`src/rtl/chan_sched_pkg.sv`:
```
// chan_sched_pkg: shared FSM state, channel index type and channel limit for chan_scheduler
package chan_sched_pkg;

    localparam int N_CH_MAX = 4;

    typedef logic [1:0] ch_t;

    typedef enum logic [1:0] {
        IDLE   = 2'd0,
        ISSUE  = 2'd1,
        WAIT   = 2'd2,
        COMMIT = 2'd3
    } state_t;

endpackage

```
`src/rtl/chan_scheduler.sv`:
```
// chan_scheduler: time-multiplexes one single-channel core over N_CH sample channels per frame.
// Optional watchdog bypass enabled by defining CHAN_SCHED_WATCHDOG_EN.
module chan_scheduler
    import chan_sched_pkg::*;
#(
    parameter int W           = 16,
    parameter int N_CH        = 4,
    parameter int TIMEOUT_CYC = 1024
) (
    input  logic         clk,
    input  logic         rst_n,
    input  logic         sample_clk,
    input  logic [W-1:0] sample_in0,
    input  logic [W-1:0] sample_in1,
    input  logic [W-1:0] sample_in2,
    input  logic [W-1:0] sample_in3,
    output logic [W-1:0] sample_out0,
    output logic [W-1:0] sample_out1,
    output logic [W-1:0] sample_out2,
    output logic [W-1:0] sample_out3,
    output logic         core_in_valid,
    input  logic         core_in_ready,
    output logic [W-1:0] core_in_data,
    output logic [1:0]   core_in_ch,
    input  logic         core_out_valid,
    output logic         core_out_ready,
    input  logic [W-1:0] core_out_data,
    output logic         busy,
    output logic         overrun,
    output logic         timeout
);

    state_t       state;
    ch_t          ch;
    logic         sample_clk_q;
    logic         frame_edge;
    logic         wd_fire;
    logic         done;
    logic [W-1:0] res_val;
    logic [W-1:0] din  [N_CH_MAX];
    logic [W-1:0] snap [N_CH_MAX];
    logic [W-1:0] res  [N_CH_MAX];
    logic [W-1:0] outq [N_CH_MAX];

    assign din[0] = sample_in0;
    assign din[1] = sample_in1;
    assign din[2] = sample_in2;
    assign din[3] = sample_in3;

    assign sample_out0 = outq[0];
    assign sample_out1 = outq[1];
    assign sample_out2 = outq[2];
    assign sample_out3 = outq[3];

    assign frame_edge     = sample_clk & ~sample_clk_q;
    assign busy           = state != IDLE;
    assign core_in_valid  = state == ISSUE;
    assign core_out_ready = state == WAIT;
    assign core_in_data   = snap[ch];
    assign core_in_ch     = ch;
    // A watchdog expiry stands in for a core result, carrying the unprocessed snapshot through.
    assign done           = (state == WAIT) && (core_out_valid || wd_fire);
    assign res_val        = core_out_valid ? core_out_data : snap[ch];

`ifdef CHAN_SCHED_WATCHDOG_EN
    localparam int CW = $clog2(TIMEOUT_CYC + 1);

    logic [CW-1:0] wd_cnt;

    assign wd_fire = (state == WAIT) && !core_out_valid && (wd_cnt == CW'(TIMEOUT_CYC - 1));

    // Count cycles spent in WAIT; the count restarts at zero on every WAIT entry, timeout is sticky.
    always_ff @(posedge clk or negedge rst_n) begin
        if (!rst_n) begin
            wd_cnt  <= '0;
            timeout <= 1'b0;
        end else begin
            wd_cnt <= (state == WAIT) ? wd_cnt + 1'b1 : '0;
            if (wd_fire)
                timeout <= 1'b1;
        end
    end
`else
    assign wd_fire = 1'b0;
    assign timeout = 1'b0;
`endif

    // Frame FSM: snapshot on edge, issue/collect each channel, then commit all outputs together.
    always_ff @(posedge clk or negedge rst_n) begin
        if (!rst_n) begin
            state        <= IDLE;
            ch           <= '0;
            sample_clk_q <= 1'b1;
            overrun      <= 1'b0;
            for (int i = 0; i < N_CH_MAX; i++) begin
                snap[i] <= '0;
                res[i]  <= '0;
                outq[i] <= '0;
            end
        end else begin
            sample_clk_q <= sample_clk;
            overrun      <= frame_edge && (state != IDLE);
            case (state)
                IDLE: begin
                    if (frame_edge) begin
                        for (int i = 0; i < N_CH_MAX; i++)
                            if (i < N_CH)
                                snap[i] <= din[i];
                        ch    <= '0;
                        state <= ISSUE;
                    end
                end
                ISSUE: begin
                    if (core_in_ready)
                        state <= WAIT;
                end
                WAIT: begin
                    if (done) begin
                        res[ch] <= res_val;
                        if (ch == ch_t'(N_CH - 1)) begin
                            state <= COMMIT;
                        end else begin
                            ch    <= ch_t'(ch + 1'b1);
                            state <= ISSUE;
                        end
                    end
                end
                default: begin
                    for (int i = 0; i < N_CH_MAX; i++)
                        if (i < N_CH)
                            outq[i] <= res[i];
                    state <= IDLE;
                end
            endcase
        end
    end

endmodule

```
`config.mk`:
```
export PLATFORM = sky130hd
export DESIGN_NAME = chan_scheduler
export DESIGN_NICKNAME = d
export VERILOG_FILES = /design/src/rtl/chan_sched_pkg.sv /design/src/rtl/chan_scheduler.sv
export SDC_FILE = /design/constraint.sdc
export NUM_CORES = 1
export LEC_CHECK = 0
export CAP_MARGIN = 20
export CORE_MARGIN = 1.5
export CORE_UTILIZATION = 51
export DETAILED_ROUTE_END_ITERATION = 16
export PLACE_DENSITY_LB_ADDON = 0.15
export RECOVER_POWER = 50
export SYNTH_ARGS = -nofsm -noshare
export SYNTH_HDL_FRONTEND = slang
export SYNTH_SLANG_ARGS = --single-unit
```
`constraint.sdc`:
```
create_clock -name clk -period 2.8 [get_ports clk]
set_clock_uncertainty 0.15 [all_clocks]
set_input_delay 0.56 -clock clk [delete_from_list [all_inputs] [get_ports clk]]
set_output_delay 0.56 -clock clk [all_outputs]
set_load 0.01 [all_outputs]
```
## After elaboration in Yosys (flattened, before gate mapping)

Cells that the tools add are included.

| cells by class | value |
|---|---|
| $add $sub $neg | 1 |
| order comparisons | 2 |
| equality and inequality tests | 7 |
| mux-type cells | 16 |
| bitwise gates (word level) | 3 |
| reduce and logical (&&, ||, !) cells | 11 |

Operators with widths:

| cell | count |
|---|---|
| 64-bit bitwise mux | 1 |
| 16-bit two-way mux | 4 |
| 16-bit binary-select mux with 2-bit select | 1 |
| 16-bit demux with 2-bit select | 1 |
| 2-bit two-way mux | 7 |
| 2-bit case mux with 3 select lines | 1 |
| 2-bit equality test (second input constant) | 2 |
| 2-bit by 1-bit != test with 1-bit output (second input constant) | 2 |
| 2-bit != test (second input constant) | 2 |
| 2-bit case mux with 2 select lines | 1 |
| 2-bit AND reduction | 2 |
| 4-bit AND reduction | 1 |
| 2-bit nonzero test | 2 |
| 3-bit >= comparator (second input constant) | 1 |
| 1-bit logical AND | 3 |
| 3-bit by 1-bit less-than comparator with 1-bit output (second input constant) | 1 |
| 2-bit NOT with 3-bit output | 1 |
| 3-bit AND reduction | 1 |
| 3-bit OR reduction | 1 |
| 2-bit by 1-bit adder with 2-bit output (second input constant) | 1 |
| 2-bit by 1-bit equality test with 1-bit output (second input constant) | 1 |
| 2-bit logical NOT | 1 |
| 1-bit AND | 1 |
| 1-bit NOT | 1 |

| storage, ports and cells | value |
|---|---|
| flip-flop bits (word level) | 198 |
| input port bits | 85 |
| output and inout port bits | 87 |
| word-level logic and storage cells | 56 |

## Depth between registers and ports, before layout

| depth | value |
|---|---|
| depth in word-level cells | 6 |
| depth in mapped cells | 7 |
| depth with buffers taken out | 5 |

## Worst setup path after synthesis

Ideal clock, no wire load.

| path | value |
|---|---|
| kind | register to output |
| from | register ch[0], in the netlist core_in_ch[0] |
| to | output port core_in_data[10] |
| arrival time | 1456 ps |
| data required time | 2090 ps |
| path slack | 634 ps |
| cell stages (with the launch flop) | 3 |
| buffers on the path | 1 |
| cell sequence | dfrtp_1 > clkbuf_1 > mux4_2 |

| between the ends | value |
|---|---|
| cells in the longest elaborated chain, start to end | 4 |

RTL lines:

| element | RTL line | source |
|---|---|---|
| from (decl) | chan_scheduler.sv:34 | `ch_t ch;` |
| from (signal assigned) | chan_scheduler.sv:123 | `ch <= ch_t'(ch + 1'b1);` |
| 2-bit NOT with 3-bit output (implied by the code) | chan_scheduler.sv:59 | `assign core_in_data = snap[ch];` |
| 16-bit binary-select mux with 2-bit select | chan_scheduler.sv:59 |  |
| 16-bit two-way mux (implied by the code) (2 in series) | chan_scheduler.sv:59 |  |
| to (decl) | chan_scheduler.sv:23 | `output logic [W-1:0] core_in_data,` |

Every way passes these cells. The select of a mux whose other input is x is not followed.

## Worst setup path in the final report

| path | value |
|---|---|
| from | register ch[0], in the netlist core_in_ch[0] |
| to | output port core_in_data[12] |

Same word-level chain as after synthesis.

==> results.md <==
Worst hold path:
- The startpoint identified for the worst hold timing path is res[48]$_DFFE_PN0P_.
- The cell count of the worst hold path is 1.
- The path class of the lowest-slack min-delay path is register to register.
- For hold timing, the worst endpoint is sample_out0[0]$_DFFE_PN0N_.

Detailed routing:
- After detailed routing, the total wire length is 15,800 µm.
- Dividing the detail-routed wire length by the instance count gives 18.3 µm.
- The average via count per standard cell is approximately 5.
- The final route contains between 4,000 and 5,000 vias.
- The detailed router finished its first iteration with 112 violations.
- The first TritonRoute pass finished after 4 iterations.
- The total DRC errors in the routed layout is 0.
- The remaining antenna violation count is 0.

Placed design:
- The number of placed instances, taps included, is 833.
- Routability-driven placement finished with a final weighted congestion of 0.746.
- Input and output buffers added on the ports amount to between 150 and 200.
- The sum of net half-perimeters after detailed placement is 10,800 µm.
- The total cell area at the placement stage is 10,100 µm².

Yosys:
- The synthesized area per cell is 17.8 µm².
- For this run, the number of Yosys warnings is 0.
- In the post-synthesis netlist, the biggest area contributors are dfrtp_1, mux2_2, mux2_4.
- The share of the Yosys chip area taken by registers is 60.4%.
- The most used flip-flop cell after synthesis is dfrtp_1.
- Counting flops with an async set or reset pin after synthesis yields a share of 100%.
- Summing every instance area after synthesis gives just over 8000 µm².
- Summed over its instances, the top area cell type makes up 60.0% of the synthesized netlist area.
- Yosys mapped a number of flops with a built-in enable equal to 0.
- The synthesized design contains 198 register bits.
- The netlist uses 30 different library cells.
- The synthesized netlist net count is 551.
- After technology mapping, the gate count stands at 462.
- The largest area contributor in the netlist is dfrtp_1.

Clocking:
- Counting along the longest clock path gives a buffer depth of 2.
- Counting every sink on the clock net gives 198.
- The number of buffers inserted by post-CTS setup repair is 0.
- The clock latency reported for the late side of the worst-skew pair is 0.44 ns.
- The clock tree root driver cell is clkbuf_16.
- The H-tree was split into 4 levels.
- The number of clock buffers inserted by TritonCTS is 17.
- TritonCTS built the clock tree.
- Clock-pin slew was measured on the worst setup and hold paths at 0.07 ns.

Timing:
- Setup violations remaining at the end of the flow were counted as 0.
- The count of endpoints failing hold in the final timing report came to 0.
- In the finished design, the share of the clock period the worst path needs comes to 94.4%.
- The worst pin sits at a relative slew slack of -13.8%.
- The count of pins over their slew limit is 65.
- Setup repair after global routing left no endpoint under its margin.
- The transition time at the pin with the least slew margin is 1.71 ns.
- Based on the critical path, the design can be clocked at up to 378 MHz.
- The setup total negative slack is 0 ns.
- The worst hold slack is 0.349 ns.
- The shortest period the worst path allows is 2.64 ns.

Setup path:
- STA puts the critical path data required time at 2.09 ns.
- The sort of element at the end of the critical path is a primary output.
- Traced cell by cell, the critical path runs through buf_12 > mux4_2 > dlygate4sd2_1.
- The most critical setup path has its startpoint at core_in_ch[0]$_DFFE_PN0P_.
- The critical path launch point type is a register.
- The worst flop-to-flop path startpoint is state[0]$_DFFE_PN0P_.
- The critical path's top delay family is buffers and inverters.
- For flop-to-flop paths, the worst setup slack is around 0.24 ns.
- Data on the critical path arrives at its endpoint at 1.93 ns.
- The maximum single-stage delay on the critical path is 0.54 ns.
- The worst-path maximum fanout is 21.
- Measured in cells, the most critical reg-to-reg path has a length of 3.
- The cell with the largest stage delay on the worst path is mux4_2.
- The number of buffers and inverters on the critical path is 2.
- In this run the critical register-to-register path is captured at sample_out1[13]$_DFFE_PN0N_.
- The critical path is of the register to primary output type.

Global route:
- The first global-routing pass estimated 25,300 µm of wire.
- Global routing finished with a remaining overflow of 0.
- Global routing consumed, over all layers together, 19.9% of the routing resources.
- The via count of the first global-routing pass is 4,841.
- The number of antenna violations at the first check in global routing came to 0.
- Entering global routing, the biggest net connects 95 pins.

Final layout:
- The sequential cell area is 4960 µm².
- With fillers left out, the area of the finished cells amounts to 10,600 µm².
- The commonest non-fill, non-tap cell in the layout is dfrtp_1.
- In the layout the commonest cells are dfrtp_1, clkdlybuf4s50_1, mux2_2.
- The final net count is 726.
- The number of filler cells placed in the layout is 1,091.
- The final cell count without fillers is ~870.
- The synthesis-to-finish area growth is 29.6%.
- The layout cell share with drive strength beyond 1 is 39.5%.
- The number of antenna diodes in the final layout is 0.
- The multi-input gate area in the final layout is 3000 µm².

Status:
- The checks that failed: capacitance limit, slew limit.
- The run finished, with violations left.

Die:
- The count of pins on the block boundary is 172.
- The horizontal extent of the die is between 100 and 150 µm.
- The chip height is 130 µm.
- The standard-cell row count is 46.
- For this configuration, the core starts out at a cell density of about half.
- The area inside the core boundary is 15,800 µm².
- The die covers 16,900 µm².

Power and ir drop:
- In this run the power density over the cells is 1050 nW/µm².
- The worst-case IR drop observed on VDD is 0.000473 V.
- In this run the static leakage power is about 4.9 nW.

Job:
- The tool flagged a number of max-cap violations equal to 1.
[through the flow]
step	setup slack, ns	utilization, %	power [mW]
final	0.158	67.2	11.2
after global routing	0.0486	67.2	11.8
after CTS	0.115	67.5	11.3
after detailed placement	0.335	63.8	8.98
after global placement	0.367	63.8	8.80
after floorplan	0.634	-	7.15
[where the power goes]
part	switching, mW	leakage (nW)	total (mW)	internal [mW]
Clock	1.15	0.280	2.42	1.27
Sequential	0.657	2.52	4.67	4.02
Combinational	1.42	2.11	4.06	2.64
[routing by layer]
| layer | up-vias | share of wire (%) | track usage (%) |
|---|---|---|---|
| met5 | - | 0 | 0 |
| met4 | 0 | 1.2 | 5.56 |
| met3 | 13 | 5.9 | 6.72 |
| met2 | 121 | 50 | 33.1 |
| met1 | 2305 | 43 | 25.0 |
| li1 | 2005 | - | - |
[registers in the layout (all words and copies together) (netlist names)]
signal and cells:
res 64, snap 64, sample_out0 16, sample_out1 16, sample_out2 16, sample_out3 16, core_in_ch 2, state 2
overrun 1, sample_clk_q 1
[logic make-up (layout without fill, tap and decap cells)]
| logic type | count (synthesis) | after routing | share of synthesized area [%] |
|---|---|---|---|
| flip-flops | 198 | 198 | 60.4 |
| AO/OA/AOI/OAI | 8 | 8 | 0.686 |
| buffers and inverters | 26 | 214 | 3.09 |
| AND/OR/NAND/NOR | 16 | 16 | 1.62 |
| other | 1 | 1 | 0.0457 |
| adder cells (fa/ha/maj) | 4 | 4 | 0.610 |
| multiplexers | 209 | 209 | 33.6 |
[cells in the mapped netlist, drive strengths merged, types with 2 or more instances]
| cell | n |
|---|---|
| nor2b | 2 |
| ha | 4 |
| o21ai | 2 |
| mux4 | 16 |
| inv | 3 |
| buf | 22 |
| mux2 | 192 |
| nand2b | 2 |
| o2bb2ai | 2 |
| nor2 | 3 |
| nand2 | 6 |
| dfrtp | 197 |
[cell type report]
class / instances / area share [%]
clock buffer: 17 / 4.00
clock inverter: 15 / 1.52
inverter: 3 / 0.106
multi-input combinational: 238 / 28.2
sequential: 198 / 46.6
tap: 216 / 2.54
timing repair buffer: 179 / 17.1
[worst max-delay path by stage]
| stage | endpoint | cells past startpoint |
|---|---|---|
| finish | core_in_data[12] | 3 |
| global route | core_in_data[12] | 3 |
| CTS | core_in_data[12] | 3 |
| detailed placement | snap[54]$_DFFE_PN0P_ | 5 |
| global placement | snap[33]$_DFFE_PN0P_ | 5 |
| floorplan | core_in_data[10] | 2 |
[what timing repair did]
action	CTS	global route
gates resized for setup	16	0
endpoints found under the hold margin	34	0
hold buffers	1	0
setup endpoints to repair	16	0
Note: power is estimated with default switching activity, not from simulation.
